`src/rtl/i2s_rx_pkg.sv`:
```
// Shared types and word layout for the I2S receive sample packer.
package i2s_rx_pkg;

    localparam int SAMPLE_W   = 16;
    localparam int WORD_W     = 32;
    localparam int FIRST_MSB  = 31;
    localparam int FIRST_LSB  = 16;
    localparam int SECOND_MSB = 15;
    localparam int SECOND_LSB = 0;

    typedef enum logic {
        ST_IDLE   = 1'b0,
        ST_HAVE_L = 1'b1
    } pk_state_e;

    // Left (stereo) or earlier (mono) sample goes in the upper half.
    function automatic logic [WORD_W-1:0] pack_word(
        input logic [SAMPLE_W-1:0] first,
        input logic [SAMPLE_W-1:0] second
    );
        logic [WORD_W-1:0] w;
        w = '0;
        w[FIRST_MSB:FIRST_LSB]   = first;
        w[SECOND_MSB:SECOND_LSB] = second;
        return w;
    endfunction

endpackage

```
`src/rtl/i2s_rx_word_fifo.sv`:
```
// Small show-ahead synchronous word FIFO with flush and occupancy output.
module i2s_rx_word_fifo #(
    parameter int FIFO_DEPTH = 4,
    parameter int FIFO_AW    = 2,
    parameter int WORD_W     = 32
) (
    input  logic              clk,
    input  logic              rst_n,
    input  logic              flush,
    input  logic              wr_en,
    input  logic [WORD_W-1:0] wr_data,
    input  logic              rd_en,
    output logic [WORD_W-1:0] rd_data,
    output logic              full,
    output logic              empty,
    output logic [FIFO_AW:0]  level
);

    logic [FIFO_AW-1:0] wr_ptr_reg;
    logic [FIFO_AW-1:0] rd_ptr_reg;
    logic [FIFO_AW:0]   level_reg;
    logic [WORD_W-1:0]  entry_q [FIFO_DEPTH];
    logic               rd_ok;
    logic               wr_ok;

    assign empty = (level_reg == '0);
    assign full  = (level_reg == (FIFO_AW+1)'(FIFO_DEPTH));
    assign level = level_reg;
    assign rd_ok = rd_en & ~empty;
    // A write into a full FIFO is only accepted when the head leaves in the same cycle.
    assign wr_ok = wr_en & (~full | rd_ok);
    assign rd_data = empty ? '0 : entry_q[rd_ptr_reg];

    generate
        for (genvar gi = 0; gi < FIFO_DEPTH; gi++) begin : g_entry
            logic [WORD_W-1:0] entry_reg;
            always_ff @(posedge clk or negedge rst_n) begin
                if (!rst_n) begin
                    entry_reg <= '0;
                end else if (wr_ok && !flush && (wr_ptr_reg == FIFO_AW'(gi))) begin
                    entry_reg <= wr_data;
                end
            end
            assign entry_q[gi] = entry_reg;
        end
    endgenerate

    always_ff @(posedge clk or negedge rst_n) begin
        if (!rst_n) begin
            wr_ptr_reg <= '0;
            rd_ptr_reg <= '0;
            level_reg  <= '0;
        end else if (flush) begin
            wr_ptr_reg <= '0;
            rd_ptr_reg <= '0;
            level_reg  <= '0;
        end else begin
            if (wr_ok) wr_ptr_reg <= wr_ptr_reg + 1'b1;
            if (rd_ok) rd_ptr_reg <= rd_ptr_reg + 1'b1;
            case ({wr_ok, rd_ok})
                2'b10:   level_reg <= level_reg + 1'b1;
                2'b01:   level_reg <= level_reg - 1'b1;
                default: level_reg <= level_reg;
            endcase
        end
    end

endmodule

```
`src/rtl/i2s_rx_sample_packer.sv`:
```
// Pairs I2S receiver samples into 32-bit words, buffers them, and tracks drop/pairing errors.
module i2s_rx_sample_packer
    import i2s_rx_pkg::*;
#(
    parameter int FIFO_DEPTH = 4,
    parameter int FIFO_AW    = 2,
    parameter int DROP_CNT_W = 8
) (
    input  logic                  i2s_clk_i,
    input  logic                  i2s_rst_n_i,
    input  logic                  enable_i,
    input  logic                  mono_mode_i,
    input  logic [SAMPLE_W-1:0]   data_left_i,
    input  logic [SAMPLE_W-1:0]   data_right_i,
    input  logic                  push_left_i,
    input  logic                  push_right_i,
    output logic [WORD_W-1:0]     word_o,
    output logic                  word_valid_o,
    input  logic                  word_ready_i,
    output logic [FIFO_AW:0]      fifo_level_o,
    output logic                  ovfl_o,
    output logic                  pair_err_o,
    input  logic                  err_clr_i,
    output logic [DROP_CNT_W-1:0] drop_cnt_o
);

    pk_state_e             state_reg, state_next;
    logic [SAMPLE_W-1:0]   held_reg, held_next;
    logic                  mono_prev_reg;
    logic                  ovfl_reg;
    logic                  pair_err_reg;
    logic [DROP_CNT_W-1:0] drop_cnt_reg, drop_cnt_next;
    logic                  wr_req;
    logic [WORD_W-1:0]     wr_word;
    logic                  pair_evt;
    logic                  ovfl_evt;
    logic                  fifo_full;
    logic                  fifo_empty;
    logic                  pop;

    always_comb begin
        state_next = state_reg;
        held_next  = held_reg;
        wr_req     = 1'b0;
        pair_evt   = 1'b0;
        wr_word    = pack_word(held_reg, mono_mode_i ? data_left_i : data_right_i);
        if (!enable_i) begin
            state_next = ST_IDLE;
            held_next  = '0;
        end else if (mono_mode_i != mono_prev_reg) begin
            // A mode switch while running invalidates any half-built word.
            state_next = ST_IDLE;
            held_next  = '0;
        end else if (push_left_i && push_right_i) begin
            pair_evt = 1'b1;
        end else if (mono_mode_i) begin
            if (push_left_i) begin
                if (state_reg == ST_IDLE) begin
                    held_next  = data_left_i;
                    state_next = ST_HAVE_L;
                end else begin
                    wr_req     = 1'b1;
                    state_next = ST_IDLE;
                end
            end
        end else begin
            case (state_reg)
                ST_IDLE: begin
                    if (push_left_i) begin
                        held_next  = data_left_i;
                        state_next = ST_HAVE_L;
                    end
                end
                ST_HAVE_L: begin
                    if (push_right_i) begin
                        wr_req     = 1'b1;
                        state_next = ST_IDLE;
                    end else if (push_left_i) begin
                        held_next = data_left_i;
                        pair_evt  = 1'b1;
                    end
                end
                default: state_next = ST_IDLE;
            endcase
        end
    end

    assign pop      = ~fifo_empty & word_ready_i;
    assign ovfl_evt = wr_req & fifo_full & ~pop;

    always_comb begin
        drop_cnt_next = drop_cnt_reg;
        if (ovfl_evt) begin
            if (err_clr_i)           drop_cnt_next = DROP_CNT_W'(1);
            else if (~&drop_cnt_reg) drop_cnt_next = drop_cnt_reg + 1'b1;
        end else if (err_clr_i) begin
            drop_cnt_next = '0;
        end
    end

    always_ff @(posedge i2s_clk_i or negedge i2s_rst_n_i) begin
        if (!i2s_rst_n_i) begin
            state_reg     <= ST_IDLE;
            held_reg      <= '0;
            mono_prev_reg <= 1'b0;
            ovfl_reg      <= 1'b0;
            pair_err_reg  <= 1'b0;
            drop_cnt_reg  <= '0;
        end else begin
            state_reg     <= state_next;
            held_reg      <= held_next;
            mono_prev_reg <= mono_mode_i;
            ovfl_reg      <= ovfl_evt | (ovfl_reg & ~err_clr_i);
            pair_err_reg  <= pair_evt | (pair_err_reg & ~err_clr_i);
            drop_cnt_reg  <= drop_cnt_next;
        end
    end

    i2s_rx_word_fifo #(
        .FIFO_DEPTH (FIFO_DEPTH),
        .FIFO_AW    (FIFO_AW),
        .WORD_W     (WORD_W)
    ) u_word_fifo (
        .clk     (i2s_clk_i),
        .rst_n   (i2s_rst_n_i),
        .flush   (~enable_i),
        .wr_en   (wr_req),
        .wr_data (wr_word),
        .rd_en   (word_ready_i),
        .rd_data (word_o),
        .full    (fifo_full),
        .empty   (fifo_empty),
        .level   (fifo_level_o)
    );

    assign word_valid_o = ~fifo_empty;
    assign ovfl_o       = ovfl_reg;
    assign pair_err_o   = pair_err_reg;
    assign drop_cnt_o   = drop_cnt_reg;

endmodule

```
`config.mk`:
```
export PLATFORM = sky130hd
export DESIGN_NAME = i2s_rx_sample_packer
export DESIGN_NICKNAME = d
export VERILOG_FILES = /design/src/rtl/i2s_rx_pkg.sv /design/src/rtl/i2s_rx_word_fifo.sv /design/src/rtl/i2s_rx_sample_packer.sv
export SDC_FILE = /design/constraint.sdc
export NUM_CORES = 1
export LEC_CHECK = 0
export BUFFER_PORTS_ARGS = -buffer_cell sky130_fd_sc_hd__buf_2
export CAP_MARGIN = 20
export CORE_MARGIN = 3
export CORE_UTILIZATION = 38
export CTS_CLUSTER_SIZE = 16
export DETAILED_ROUTE_END_ITERATION = 8
export GPL_TIMING_DRIVEN = 0
export PLACE_DENSITY = 0.68
export SETUP_SLACK_MARGIN = 0.15
export SYNTH_ARGS = -nofsm -noshare
export SYNTH_HDL_FRONTEND = slang
export SYNTH_SLANG_ARGS = --single-unit
```
`constraint.sdc`:
```
create_clock -name i2s_clk_i -period 2.35 [get_ports i2s_clk_i]
set_clock_uncertainty 0.05 [all_clocks]
set_input_delay 0.1175 -clock i2s_clk_i [delete_from_list [all_inputs] [get_ports i2s_clk_i]]
set_output_delay 0.1175 -clock i2s_clk_i [all_outputs]
set_load 0.05 [all_outputs]
```
== Word level (Yosys, flattened, before mapping) ==
Index checks and enable logic that the tools add are counted.
Widths: inputs -> output; s select.
Cells by class
  eq/ne operators: 15
  add/sub/neg operators: 5
  reductions and logical operators: 13
  order comparisons: 1
  bitwise logic cells: 15
  muxes and demuxes: 47
Operators with widths (number)
  $mux 16: 9
  $mux 32: 3
  $bmux 32 s2: 1
  $mux 8: 4
  $pmux 16 s2: 1
  $mux 1: 22
  $add 8x1->8 const B: 1
  $mux 2: 4
  $ne 4x3->1 const B: 2
  $reduce_and 8->1: 1
  $and 1x1->1: 6
  $eq 2x2->1 const B: 3
  $logic_and 1x1->1: 6
  $pmux 3 s2: 1
  $not 1->1: 5
  $add 2x1->2 const B: 2
  $eq 2x1->1 const B: 2
  $ne 2x1->1 const B: 2
  $ne 4x2->1 const B: 1
  $reduce_and 2->1: 2
  $reduce_and 4->1: 1
  $add 3x1->3 const B: 1
  $eq 3x3->1 const B: 1
  $ge 3x3->1 const B: 1
  other kinds (12): 14
Word-level totals
  register bits after elaboration: 163
  input port bits: 40
  output and inout port bits: 46

== Depth between registers and ports, before layout ==
  depth in word-level cells: 10
  depth in mapped cells: 10

== By module ==
A second synthesis with hierarchy kept.
Second synthesis, totals
  cell total of the unflattened synthesis: 577
  area, all modules: 8503.2 um^2
Modules (own cells, without submodules)
  i2s_rx_word_fifo: cells each 409, times used 1, area each 6931.6 um^2
  i2s_rx_sample_packer: cells each 168, times used 1, area each 1571.5 um^2

== Least setup slack after synthesis ==
OpenSTA, ideal clock, no wires.
  path type: reg2reg
  start point: reg u_word_fifo.level_reg[1] (netlist: u_word_fifo.level[1])
  end point: reg u_word_fifo.level_reg[2] (netlist: u_word_fifo.level[2])
  setup time: 0.124 ns
  path slack: -0.810 ns
  cell stages (with the launch flop): 9
  data required time: 2.176 ns
  arrival time: 2.986 ns
  buffers on the path: 2
  cell sequence: dfrtp_1 -> or3_1 -> clkbuf_1 -> clkbuf_1 -> nand3_1 -> fa_1 -> a2111oi_0 -> a211oi_1 -> o31a_1
Between the ends
  cells in the longest elaborated chain, start to end: 8
  elaborated cells on any way between the ends: 14
  those cells by class: 2 x add/sub; 4 x eq/ne; 2 x mux; 5 x bitwise; 1 x reduce/logical
Ends and longest elaborated chain
  start: declaration: RTL line i2s_rx_word_fifo.sv:21  | logic [FIFO_AW:0] level_reg;
  start signal: assignment: RTL line i2s_rx_word_fifo.sv:61  | 2'b10: level_reg <= level_reg + 1'b1;
  start signal: assignment: RTL line i2s_rx_word_fifo.sv:62  | 2'b01: level_reg <= level_reg - 1'b1;
  start signal: assignment: RTL line i2s_rx_word_fifo.sv:63  | default: level_reg <= level_reg;
  $logic_not 3->1 *: RTL line i2s_rx_word_fifo.sv:26  | assign empty = (level_reg == '0);
  $not 1->1 *
  named net word_valid_o: RTL line i2s_rx_sample_packer.sv:18  | output logic word_valid_o,
  $and 1x1->1 *: RTL line i2s_rx_word_fifo.sv:29  | assign rd_ok = rd_en & ~empty;
  $or 1x1->1: RTL line i2s_rx_word_fifo.sv:31  | assign wr_ok = wr_en & (~full | rd_ok);
  $and 1x1->1: RTL line i2s_rx_word_fifo.sv:31
  $eq 2x1->1 or $eq 2x2->1 (tied branches): RTL line i2s_rx_word_fifo.sv:60  | case ({wr_ok, rd_ok})
  $pmux 3 s2: RTL line i2s_rx_word_fifo.sv:60
  $mux 3: RTL line i2s_rx_word_fifo.sv:53  | end else if (flush) begin
Mark *: on every way through the listed nets, which the timed path passes. The rest lies on a longest branch.
A chain may end at the register's enable or synchronous reset.

== Worst setup path after layout ==
  start point: reg mono_prev_reg
  end point: reg u_word_fifo.g_entry[3].entry_reg[20]
Between the ends
  cells in the longest elaborated chain, start to end: 6
Ends and longest elaborated chain
  start: declaration: RTL line i2s_rx_sample_packer.sv:29  | logic mono_prev_reg;
  start signal: assignment: RTL line i2s_rx_sample_packer.sv:112  | mono_prev_reg <= mono_mode_i;
  $ne 1x1->1: RTL line i2s_rx_sample_packer.sv:50  | end else if (mono_mode_i != mono_prev_reg) begin
  $mux 1: RTL line i2s_rx_sample_packer.sv:50
  $mux 1: RTL line i2s_rx_sample_packer.sv:47  | if (!enable_i) begin
  $and 1x1->1: RTL line i2s_rx_word_fifo.sv:31
  $logic_and 1x1->1 (2 in series): RTL line i2s_rx_word_fifo.sv:40  | end else if (wr_ok && !flush && (wr_ptr_reg == FIFO_AW'(gi))) begin
  end signal: assignment: RTL line i2s_rx_word_fifo.sv:41  | entry_reg <= wr_data;
  end: declaration: RTL line i2s_rx_word_fifo.sv:36  | logic [WORD_W-1:0] entry_reg;
Every way passes these cells.

==> flow_metrics.env <==
export IMPL_worstPathRequired_ns=2.62
export IMPL_failed_checks="setup timing"
export IMPL_critPathKind="register to register"
export IMPL_critPathBufInv=7
export IMPL_path_cells="or4b_1, buf_6, buf_4, buf_8, a21oi_4, buf_12, buf_6, nand3_4, buf_8, clkbuf_16, mux2_4"
export IMPL_rows=53
export IMPL_numCtsBuffers=17
export IMPL_firstDrtPassIters=4
export IMPL_maxCapViolations=0
export IMPL_regArea_sq_mm=0.00408
export IMPL_clk_path_buf_depth=2
export IMPL_die_h_um=155
export IMPL_synth_nets=615
export IMPL_via_count=5489
export IMPL_fin_ws_ns=-0.170
export IMPL_ir_worst_vdd_mv=0.533
export IMPL_finalHoldViolCount=0
export IMPL_diodes=0
export IMPL_dieArea_sq_mm=0.0239
export IMPL_routedWlPerCell_um=21.6
export IMPL_grt_pass1_vias=5774
export IMPL_ios=86
export IMPL_fin_util=0.536
export IMPL_final_nets=798
export IMPL_syn_area_sq_mm=0.00840
export IMPL_coreArea_sq_mm=0.0214
export IMPL_die_w_um=155
export IMPL_status="finished, violations left"
export IMPL_viasPerCell=5.29
export IMPL_place_inst=928
export IMPL_synth_main_ff_cell="dfrtp_1"
export IMPL_worstHoldPathType="primary input to register"
export IMPL_drtAntennaViolNets=0
export IMPL_cts_tree="built"
export IMPL_setup_tns_final_ns=-15.98
export IMPL_grt_total_usage=0.182
export IMPL_leakagePower_nw=5.77
export IMPL_h_tree_depth=4
export IMPL_min_period_ns=2.52
export IMPL_pwr_density_cell_mw_per_mm2=537
export IMPL_grt_pass1_wl_um=33800
export IMPL_synth_area_per_cell_sq_um=14.8
export IMPL_max_freq_ghz=0.397
export IMPL_largest_reg_flops=128
export IMPL_ys_seq_area_frac=0.485
export IMPL_rsz0062_at_grt="true"
export IMPL_final_cells=1038
export IMPL_gp_congestion=0.777
export IMPL_critPathCaptureType="register"
export IMPL_ys_types=50
export IMPL_slew_headroom=0.522
export IMPL_worst_setup_path_start_kind="register"
export IMPL_initial_core_util=0.394
export IMPL_path_clk_slew_ns=0.06
export IMPL_async_flop_share=1.00
export IMPL_max_stage_delay_ns=0.48
export IMPL_wl_um=22500
export IMPL_multi_input_area_sq_mm=0.00415
export IMPL_crit_path_max_fanout=5
export IMPL_finalCritPeriodShare=1.07
export IMPL_insertion_delay_ns=0.43
export IMPL_ys_seq_elements=163
export IMPL_drcViolationCount=0
export IMPL_cts_sinks=163
export IMPL_cts_root_buf="clkbuf_16"
export IMPL_synth_cells=569
export IMPL_grt_max_degree=122
export IMPL_drtIter0Drc=347
export IMPL_yosys_warnings=0
export IMPL_drv_slew=0
export IMPL_p_total_mw=6.14
export IMPL_syn2layout_area_growth_pct=36.3
export IMPL_critPathArrivalTime_ns=2.79
export IMPL_antenna_found_initial=0
export IMPL_hold_ws_ns=0.0321
export IMPL_drive_gt1_frac=0.550
export IMPL_cp_slowest_cell="or4b_1"
export IMPL_io_buffers=83
export IMPL_tightest_slew_ns=0.717
export IMPL_finalSetupViolCount=130
export IMPL_fillers=1662
export IMPL_synth_edf_count=0
export IMPL_overflow=0
export IMPL_cpLargestDelayFamily="buffers and inverters"
export IMPL_dp_hpwl_um=12900
-- placed cells by master (no fill, tap or decap), types with 21 or more instances in the layout --
cell type,n
dfrtp_1,160
mux2_4,124
buf_2,50
buf_6,34
mux4_2,32
inv_1,26
nand2_1,26
clkbuf_16,25
buf_4,24
and2_4,23
buf_12,22
mux2_2,21
-- report_power, final --
group / switching [mW] / leakage, nW / internal [mW]
combinational: 0.228 / 3.24 / 0.230
sequential: 0.0670 / 2.25 / 2.87
clock: 1.09 / 0.275 / 1.65
total: 1.39 / 5.77 / 4.76
-- final timing paths --
path	start	endpoint	slack (ns)	cells past startpoint
setup / recovery	mono_prev_reg	u_word_fifo.g_entry[3].entry_reg[20]	-0.17	11
hold / removal	err_clr_i	drop_cnt_o[3]	0.03	2
setup reg to reg	mono_prev_reg	u_word_fifo.g_entry[3].entry_reg[20]	-0.17	11
hold reg to reg	ovfl_o	ovfl_o	0.44	1
max in group asynchronous	i2s_rst_n_i	u_word_fifo.g_entry[2].entry_reg[3]	1.21	3
min in group asynchronous	i2s_rst_n_i	u_word_fifo.g_entry[0].entry_reg[26]	0.14	2
-- cell families (layout without fill, tap and decap cells) --
| kind of cell | Yosys count | in the layout | share of synthesized area |
|---|---|---|---|
| flops | 163 | 163 | 0.485 |
| xor+xnor | 4 | 4 | 0.00417 |
| buf+inv | 60 | 254 | 0.0387 |
| mux | 195 | 195 | 0.355 |
| simple gates | 103 | 103 | 0.0719 |
| fa+ha+maj | 6 | 6 | 0.00983 |
| compound gates | 38 | 38 | 0.0350 |
-- repair_timing --
action / CTS / global route
endpoints found under the hold margin: 61 / 0
pin swaps: 12 / 20
hold buffers: 20 / 0
gates cloned: 6 / 7
endpoints found under the setup margin: 159 / 176
gates resized for setup: 117 / 107
buffers inserted: 33 / 15
-- synth_stat cells, drive strengths merged, types with 2 or more instances --
cell / instances / area (sq um)
or3: 3 / 18.8
mux4: 32 / 721
and3: 3 / 18.8
nor2b: 3 / 18.8
clkbuf: 16 / 61.3
mux2: 145 / 2080
nand2: 27 / 101
or4b: 2 / 20.0
nor2: 8 / 30.0
o211ai: 2 / 15.0
nand4: 3 / 18.8
buf: 18 / 166
ha: 5 / 62.6
a21o: 4 / 30.0
nand3: 11 / 105
a21oi: 8 / 51.3
nor3: 3 / 15.0
a211oi: 2 / 20.0
and2: 33 / 206
a2111oi: 2 / 17.5
nand3b: 3 / 22.5
a211o: 2 / 26.3
nor4: 2 / 12.5
a311oi: 2 / 17.5
inv: 26 / 97.6
mux2i: 18 / 180
dfrtp: 163 / 4080
o311ai: 2 / 17.5
xor2: 3 / 26.3
o21ai: 6 / 30.0
-- layout make-up --
class | count | share of cell area
plain buffers | 34 | 0.0404
inverters | 26 | 0.00852
multi-input cells | 346 | 0.363
well taps | 275 | 0.0300
clock buffers | 23 | 0.0391
flip-flops and latches | 163 | 0.357
clock inverters | 7 | 0.00962
repair buffers | 164 | 0.153
-- metal layers --
layer  GRT usage  share of wire  up-vias
met5           0              0        -
met4      0.0542          0.023        0
met3      0.0453          0.044       42
met2       0.293           0.50      152
met1       0.246           0.43     2866
li1            -              -     2429
-- through the flow --
step / setup slack (ns) / instance area [sq um]
after global routing: -0.222 / 11500
after CTS: -0.0906 / 10900
after detailed placement: -0.317 / 9230
after floorplan: -0.121 / 8430
after global placement: -1.74 / 9190
final: -0.170 / 11500
No activity file was read; power rests on OpenSTA's default activity.
